`src/rtl/dcache_pkg.sv`:
```
// dcache_pkg: shared widths, address field positions, SRAM tag bits and FSM states for the L1 dcache controller
// Contents: ADDR_W/WORD_W/LINE_W/INDEX_W/TAG_W widths, address field bounds, VALID/DIRTY bit positions, state_e
package dcache_pkg;
    localparam int ADDR_W     = 32;
    localparam int WORD_W     = 32;
    localparam int LINE_W     = 256;
    localparam int INDEX_W    = 4;
    localparam int TAG_W      = 23;
    localparam int SRAM_TAG_W = TAG_W + 2;
    localparam int TAG_HI     = 31;
    localparam int TAG_LO     = 9;
    localparam int IDX_HI     = 8;
    localparam int IDX_LO     = 5;
    localparam int WORD_HI    = 4;
    localparam int WORD_LO    = 2;
    localparam int VALID_BIT  = 24;
    localparam int DIRTY_BIT  = 23;
    typedef enum logic [2:0] {
        S_IDLE        = 3'd0,
        S_MISS        = 3'd1,
        S_WRITEBACK   = 3'd2,
        S_REFILL      = 3'd3,
        S_REFILL_DONE = 3'd4
    } state_e;
endpackage

```
`src/rtl/dcache_controller_line_word_merge.sv`:
```
// line_word_merge: selects one 32-bit word from a 256-bit line and builds the line with that word replaced
// Ports: line_i (source line), word_i (insert word), offset_i (word offset), word_o (selected word), line_o (merged line)
module line_word_merge
    import dcache_pkg::*;
(
    input  logic [LINE_W-1:0]          line_i,
    input  logic [WORD_W-1:0]          word_i,
    input  logic [WORD_HI-WORD_LO:0]   offset_i,
    output logic [WORD_W-1:0]          word_o,
    output logic [LINE_W-1:0]          line_o
);
    logic [7:0] base;
    assign base   = {offset_i, 5'b0};
    assign word_o = line_i[base +: WORD_W];
    always_comb begin
        line_o = line_i;
        line_o[base +: WORD_W] = word_i;
    end
endmodule

```
`src/rtl/dcache_controller.sv`:
```
// dcache_controller: 2-way 16-set write-back L1 dcache controller; hit path, word merge, write-back/refill sequencing
// Ports: clk_i/rst_i; cpu_* (MEM-stage request, load data, stall); sram_* (index/tag/line/strobes to and from the array);
//        mem_* (line-aligned request, write-back line, refill line, one-cycle ack)
module dcache_controller
    import dcache_pkg::*;
(
    input  logic                  clk_i,
    input  logic                  rst_i,
    input  logic [ADDR_W-1:0]     cpu_addr_i,
    input  logic [WORD_W-1:0]     cpu_data_i,
    input  logic                  cpu_MemRead_i,
    input  logic                  cpu_MemWrite_i,
    output logic [WORD_W-1:0]     cpu_data_o,
    output logic                  cpu_stall_o,
    output logic [INDEX_W-1:0]    sram_addr_o,
    output logic [SRAM_TAG_W-1:0] sram_tag_o,
    output logic [LINE_W-1:0]     sram_data_o,
    output logic                  sram_enable_o,
    output logic                  sram_write_o,
    input  logic [SRAM_TAG_W-1:0] sram_tag_i,
    input  logic [LINE_W-1:0]     sram_data_i,
    input  logic                  sram_hit_i,
    output logic [ADDR_W-1:0]     mem_addr_o,
    output logic [LINE_W-1:0]     mem_data_o,
    output logic                  mem_enable_o,
    output logic                  mem_write_o,
    input  logic [LINE_W-1:0]     mem_data_i,
    input  logic                  mem_ack_i
);
    state_e              state_q;
    logic [ADDR_W-1:0]   mem_addr_q;
    logic [LINE_W-1:0]   mem_data_q;
    logic [LINE_W-1:0]   refill_q;
    logic                mem_enable_q;
    logic                mem_write_q;
    logic                req;
    logic                idle;
    logic                hit;
    logic                fill_done;
    logic [TAG_W-1:0]    cpu_tag;
    logic [INDEX_W-1:0]  index;
    logic [WORD_W-1:0]   hit_word;
    logic [LINE_W-1:0]   merged_line;
    logic [ADDR_W-1:0]   refill_addr_d;
    logic [ADDR_W-1:0]   victim_addr_d;
    logic                unused_bits;
    assign unused_bits   = ^cpu_addr_i[WORD_LO-1:0];
    assign cpu_tag       = cpu_addr_i[TAG_HI:TAG_LO];
    assign index         = cpu_addr_i[IDX_HI:IDX_LO];
    assign req           = cpu_MemRead_i | cpu_MemWrite_i;
    assign idle          = state_q == S_IDLE;
    assign hit           = idle & req & sram_hit_i;
    assign fill_done     = state_q == S_REFILL_DONE;
    assign refill_addr_d = {cpu_tag, index, {(WORD_HI + 1){1'b0}}};
    assign victim_addr_d = {sram_tag_i[TAG_W-1:0], index, {(WORD_HI + 1){1'b0}}};
    line_word_merge u_merge (
        .line_i   (sram_data_i),
        .word_i   (cpu_data_i),
        .offset_i (cpu_addr_i[WORD_HI:WORD_LO]),
        .word_o   (hit_word),
        .line_o   (merged_line)
    );
    // A store wins when both request lines are high, so only a pure load returns data.
    assign cpu_data_o    = (hit & ~cpu_MemWrite_i) ? hit_word : '0;
    assign cpu_stall_o   = ~idle | (req & ~sram_hit_i);
    assign sram_addr_o   = index;
    assign sram_enable_o = req;
    assign sram_write_o  = (hit & cpu_MemWrite_i) | fill_done;
    // Refilled lines are installed clean; a pending store re-hits next cycle and sets dirty.
    assign sram_tag_o    = {1'b1, ~fill_done, cpu_tag};
    assign sram_data_o   = fill_done ? refill_q : merged_line;
    assign mem_addr_o    = mem_addr_q;
    assign mem_data_o    = mem_data_q;
    assign mem_enable_o  = mem_enable_q;
    assign mem_write_o   = mem_write_q;
    always_ff @(posedge clk_i) begin
        if (rst_i) begin
            state_q      <= S_IDLE;
            mem_addr_q   <= '0;
            mem_data_q   <= '0;
            refill_q     <= '0;
            mem_enable_q <= 1'b0;
            mem_write_q  <= 1'b0;
        end else begin
            case (state_q)
                S_IDLE: if (req && !sram_hit_i) state_q <= S_MISS;
                S_MISS: begin
                    mem_enable_q <= 1'b1;
                    if (sram_tag_i[VALID_BIT] && sram_tag_i[DIRTY_BIT]) begin
                        mem_addr_q  <= victim_addr_d;
                        mem_data_q  <= sram_data_i;
                        mem_write_q <= 1'b1;
                        state_q     <= S_WRITEBACK;
                    end else begin
                        mem_addr_q  <= refill_addr_d;
                        mem_write_q <= 1'b0;
                        state_q     <= S_REFILL;
                    end
                end
                // Chain straight into the refill read so memory sees no idle cycle.
                S_WRITEBACK: if (mem_ack_i) begin
                    mem_addr_q  <= refill_addr_d;
                    mem_write_q <= 1'b0;
                    state_q     <= S_REFILL;
                end
                S_REFILL: if (mem_ack_i) begin
                    mem_enable_q <= 1'b0;
                    refill_q     <= mem_data_i;
                    state_q      <= S_REFILL_DONE;
                end
                S_REFILL_DONE: state_q <= S_IDLE;
                default:       state_q <= S_IDLE;
            endcase
        end
    end
endmodule

```
`config.mk`:
```
export PLATFORM = sky130hd
export DESIGN_NAME = dcache_controller
export DESIGN_NICKNAME = d
export VERILOG_FILES = /design/src/rtl/dcache_pkg.sv /design/src/rtl/dcache_controller_line_word_merge.sv /design/src/rtl/dcache_controller.sv
export SDC_FILE = /design/constraint.sdc
export NUM_CORES = 2
export LEC_CHECK = 0
export BUFFER_PORTS_ARGS = -buffer_cell sky130_fd_sc_hd__buf_2
export CORE_AREA = 5 5 474 476
export CTS_CLUSTER_SIZE = 40
export DETAILED_ROUTE_END_ITERATION = 8
export DIE_AREA = 0 0 479 481
export PLACE_DENSITY = 0.3
export SETUP_SLACK_MARGIN = 0.15
export SLEW_MARGIN = 20
export SYNTH_ARGS = -nofsm -noshare
export SYNTH_HDL_FRONTEND = slang
export SYNTH_SLANG_ARGS = --single-unit
export TNS_END_PERCENT = 50
```
`constraint.sdc`:
```
create_clock -name clk_i -period 8.5 [get_ports clk_i]
set_input_delay 0.85 -clock clk_i [delete_from_list [all_inputs] [get_ports clk_i]]
set_output_delay 0.85 -clock clk_i [all_outputs]
set_load 0.01 [all_outputs]
```
Word level (Yosys, flattened, before mapping). Cells that the tools add are included.

Input bits: 607. Flip-flop bits (word level): 549. Logic and storage cells: 55.

Muxes and demuxes: 15. Add/sub/neg operators: 1. Equality and inequality tests: 7. Reduce and logical (&&, ||, !) cells: 11. Bitwise logic cells: 12. Shift operators: 3.

Operator list (number): 256-bit bitwise mux (1); 256-bit two-way mux (1); 32-bit by 10-bit variable shift with 256-bit output (first input constant) (1); 256-bit by 9-bit variable part select with 32-bit output (1); 32-bit by 10-bit variable part select with 256-bit output (1); 32-bit two-way mux (3); 32-bit one-hot mux with 2 select lines (1); 3-bit one-hot mux with 4 select lines (1); 8-bit negation with 10-bit output (1); 3-bit two-way mux (3); 2-bit AND reduction (4); 3-bit by 2-bit == test with 1-bit output (second input constant) (2); 1-bit AND (5); 2-bit != test (second input constant) (2); 1-bit inverter (4); 1-bit one-hot mux with 2 select lines (2); 2-bit nonzero test (2); 3-bit by 1-bit == test with 1-bit output (second input constant) (1); 3-bit == test (second input constant) (1); 3-bit zero test (1); 1-bit two-way mux (3); 1-bit bitwise OR (3); 3-bit AND reduction (1); 1-bit logical AND (2); 2 further kinds (2).

Logic depth before layout (Yosys ltp).
Depth after elaboration: 5. Gate-level depth with buffers: 12. Mapped depth without buffers: 6.

Hierarchy. A second synthesis with hierarchy kept.

Cells, all modules: 3316. Area total of the unflattened synthesis: 28504.8 um2.

Modules (own cells, without submodules): dcache_controller (area an instance 23433.7 um2, times used 1, cells an instance 2828); line_word_merge (area an instance 5071.1 um2, times used 1, cells an instance 488).

Least setup slack after synthesis. OpenSTA, ideal clock, no wires.

Path kind: input to output. From: input port cpu_addr_i[3]. To: output port sram_data_o[22]. Arrival time: 3.110 ns. Path slack: 4.540 ns. Stages on the path: 11. Path buffers: 5. Cells stage by stage: buf_2 buf_2 buf_2 inv_1 ha_1 ha_1 buf_4 or3b_1 clkbuf_2 o21ai_0 a31oi_1.

Cells in the longest elaborated chain, start to end: 4.

RTL lines: start: declaration (RTL line dcache_controller.sv:9) `input logic [ADDR_W-1:0] cpu_addr_i,`; 8-bit negation with 10-bit output * (RTL line dcache_controller_line_word_merge.sv:17) `line_o[base +: WORD_W] = word_i;`; 32-bit by 10-bit variable part select with 256-bit output / 32-bit by 10-bit variable shift with 256-bit output (equally long branches) (RTL line dcache_controller_line_word_merge.sv:17); 256-bit bitwise mux * (RTL line dcache_controller_line_word_merge.sv:17); 256-bit two-way mux * (RTL line dcache_controller.sv:71) `assign sram_data_o = fill_done ? refill_q : merged_line;`; end: declaration (RTL line dcache_controller.sv:17) `output logic [LINE_W-1:0] sram_data_o,`.

Every way passes the cells marked *; elsewhere a longest branch is shown, timed or not.

Final worst setup path.
From: input port cpu_addr_i[2]. To: output port sram_data_o[77].

Same word-level chain as after synthesis.

==> reports/metrics.cfg <==
[grt]
grt_pass1_wl_um=360000
grt-ovfl-total=0
grt_antenna_before_repair=123
grt_pass1_vias=34400
grt_usage_pct=23.2
grt_max_degree=162

[clock_network]
cts_resized=0
clock-sinks=544
cts.path.max_buffers=3
cts_setup_buffers=0
clkLatencyLatePin_ns=0.71
numCtsBuffers=82
cts_tree=built
clock_tree.root_cell=clkbuf_16
ctsHoldBuffers=0
htree_levels=3
clk_pin_slew_ns=0.06

[synthesis]
synthXorXnorAreaFrac_pct=0
netlist_area_mm2=0.0285
muxShareOfSynthArea_pct=5.06
syn_inst=3800
synth_top_family_by_area=compound AO/OA/AOI/OAI gates
synth_cell_types=57
ys_top_cells_by_area=dfxtp_1 38%, a21oi_1 12%, nand2_1 7.2%, o21ai_0 6.8%, nand3_1 6.7%
synth-adder-area-share_pct=0.264
synth-edff-count=0
ys.flop_type=dfxtp_1
yosysTopAreaCell=dfxtp_1
synth-simple-area-share_pct=20.8
synth_compound_area_share_pct=26.8
yosysWarnings=0
ys_ff_latch=544
synthArstFlopShare_pct=0
ys_seq_area_share_pct=38.3
syn-mean-instance-area_um2=7.49
synth_top_area_share_pct=38.3

[layout]
utilization_pct=17.9
drive_above_1_share_pct=33.1
fill_cells=25400
most-common-layout-cells=1207 x buf_2, 678 x a21oi_1, 545 x nand2_1
area_growth_pct=38.9
final_common_cell=buf_2
nets=5309
final_area_mm2=0.0395

[die]
fp.dieW_um=479
start_util_pct=12.9
core_mm2=0.221
die_h_um=481
io_pins=1217
dieArea_mm2=0.230
rows=173

[placed_design]
hpwl_um=211000
pre_cts_slack_ns=3.22
gp_congestion=0.889
postPlaceCellArea_mm2=0.0367
numPortBuffers=1208

[routing]
wl_um=282000
vias=35500
drc=0
wl_per_cell_um=36.6
vias_per_cell=4.61
first_iter_violations=3065
firstDrtPassIters=6
ant_nets=0

[power]
fin_total_pwr_mw=8.14
leakage_nw=15.5
power.density_mw_per_mm2=206
ir_drop_uv=132

[worst_setup_path]
slowest_delay_ns=0.77
critPathMostFrequentCell=ha_1
cp_data_arrival_time_ns=4.36
crit_chain=buf_6, inv_1, ha_1, ha_1, and3_2, buf_4, a32oi_1, a21oi_1, buf_2
cp_max_fo=20
critPathLaunchType=input port
worstPathRequired_ns=7.65
cpMaxStageDelayCell=ha_1
worstSetupPathType=input port to output pin
end_kind=output pin

[sta]
slew_headroom_pct=9.80
period_share_pct=61.3
fin_crit_ns=5.21
hold_viol_final=0
fmax_mhz=192
tightest_slew_ns=1.35
fin_ws_ns=3.29
grt_setup_unrepaired=false
skew_ns=0.0285
setup_viol=0
fin_setup_tns_ns=0
maxSlewViolCount=0

[status]
outcome=finished clean

[flow_run]
cap_violations=0

[hold_path]
hold_class=input port to flop

[flip-flops by register name (all words and copies together), names as in the netlist]
signal and cells:
mem_write_o 1, refill_q 256, mem_data_o 256, mem_addr_o 27, mem_enable_o 1, state_q 3
[report_power, final]
part	internal [mW]	switching, mW	total (mW)
logic	0.494	1.35	1.84
registers	2.64	0.0552	2.70
clock network	2.10	1.50	3.60
[routing by layer]
metal	wire length, µm	GRT usage (%)	vias up
met5	291	0	-
met4	10100	7.40	44
met3	25900	8.13	340
met2	129000	37.9	1770
met1	116000	28.6	18000
li1	-	-	15300
[stage by stage]
stage               cells  hold WS [ns]
floorplan            3804         0.437
detailed placement   7498         0.447
CTS                  7645         0.277
global route         7660         0.315
global placement     7497         0.443
finish               7699         0.380
[worst paths after layout]
| check | from | endpoint | slack (ns) | cells past startpoint |
|---|---|---|---|---|
| max | cpu_addr_i[2] | sram_data_o[77] | 3.29 | 9 |
| min | mem_data_i[47] | refill_q[47] | 0.38 | 3 |
| max reg2reg | state_q[0] | mem_data_o[203] | 4.85 | 5 |
| min reg2reg | refill_q[215] | refill_q[215] | 0.45 | 2 |
[layout make-up]
cell class	instances	area, µm²	area share [%]
Antenna cell	53	133	0.335
Clock buffer	118	2380	6.01
Clock inverter	29	325	0.823
Inverter	4	22.5	0.0569
Multi-Input combinational cell	2767	15300	38.7
Sequential cell	544	10900	27.5
Tap cell	2887	3610	9.13
Timing Repair Buffer	1297	6880	17.4
[cell families after synthesis]
logic type                 Yosys count
DFF                                544
muxes                               64
adders and majority gates            6
AOI/OAI and AO/OA                 1348
buffers and inverters              493
other                                2
and+or+nand+nor                   1343
[critical path: cells and delay by family]
family          cells  cell delay (ns)
fa+ha+maj           2             1.04
buf+inv             4             1.01
simple gates        1             0.72
compound gates      2             0.63
[cells in the mapped netlist, drive strengths merged, types with 2 or more instances]
master  count
a21oi     678
nand2     546
dfxtp     544
o21ai     412
nand3     380
nor2      293
buf       281
clkbuf    208
a31oi      66
a221oi     64
mux4       64
a32oi      33
nor2b      33
a22o       32
nand4      32
o211ai     32
nor3       27
a311oi     23
ha          6
inv         4
nand2b      4
nor3b       4
and4b       3
nand3b      3
o311ai      3
or2         3
or3b        3
and3        2
conb        2
o21ba       2
or3         2
Note: power is estimated with default switching activity, not from simulation.
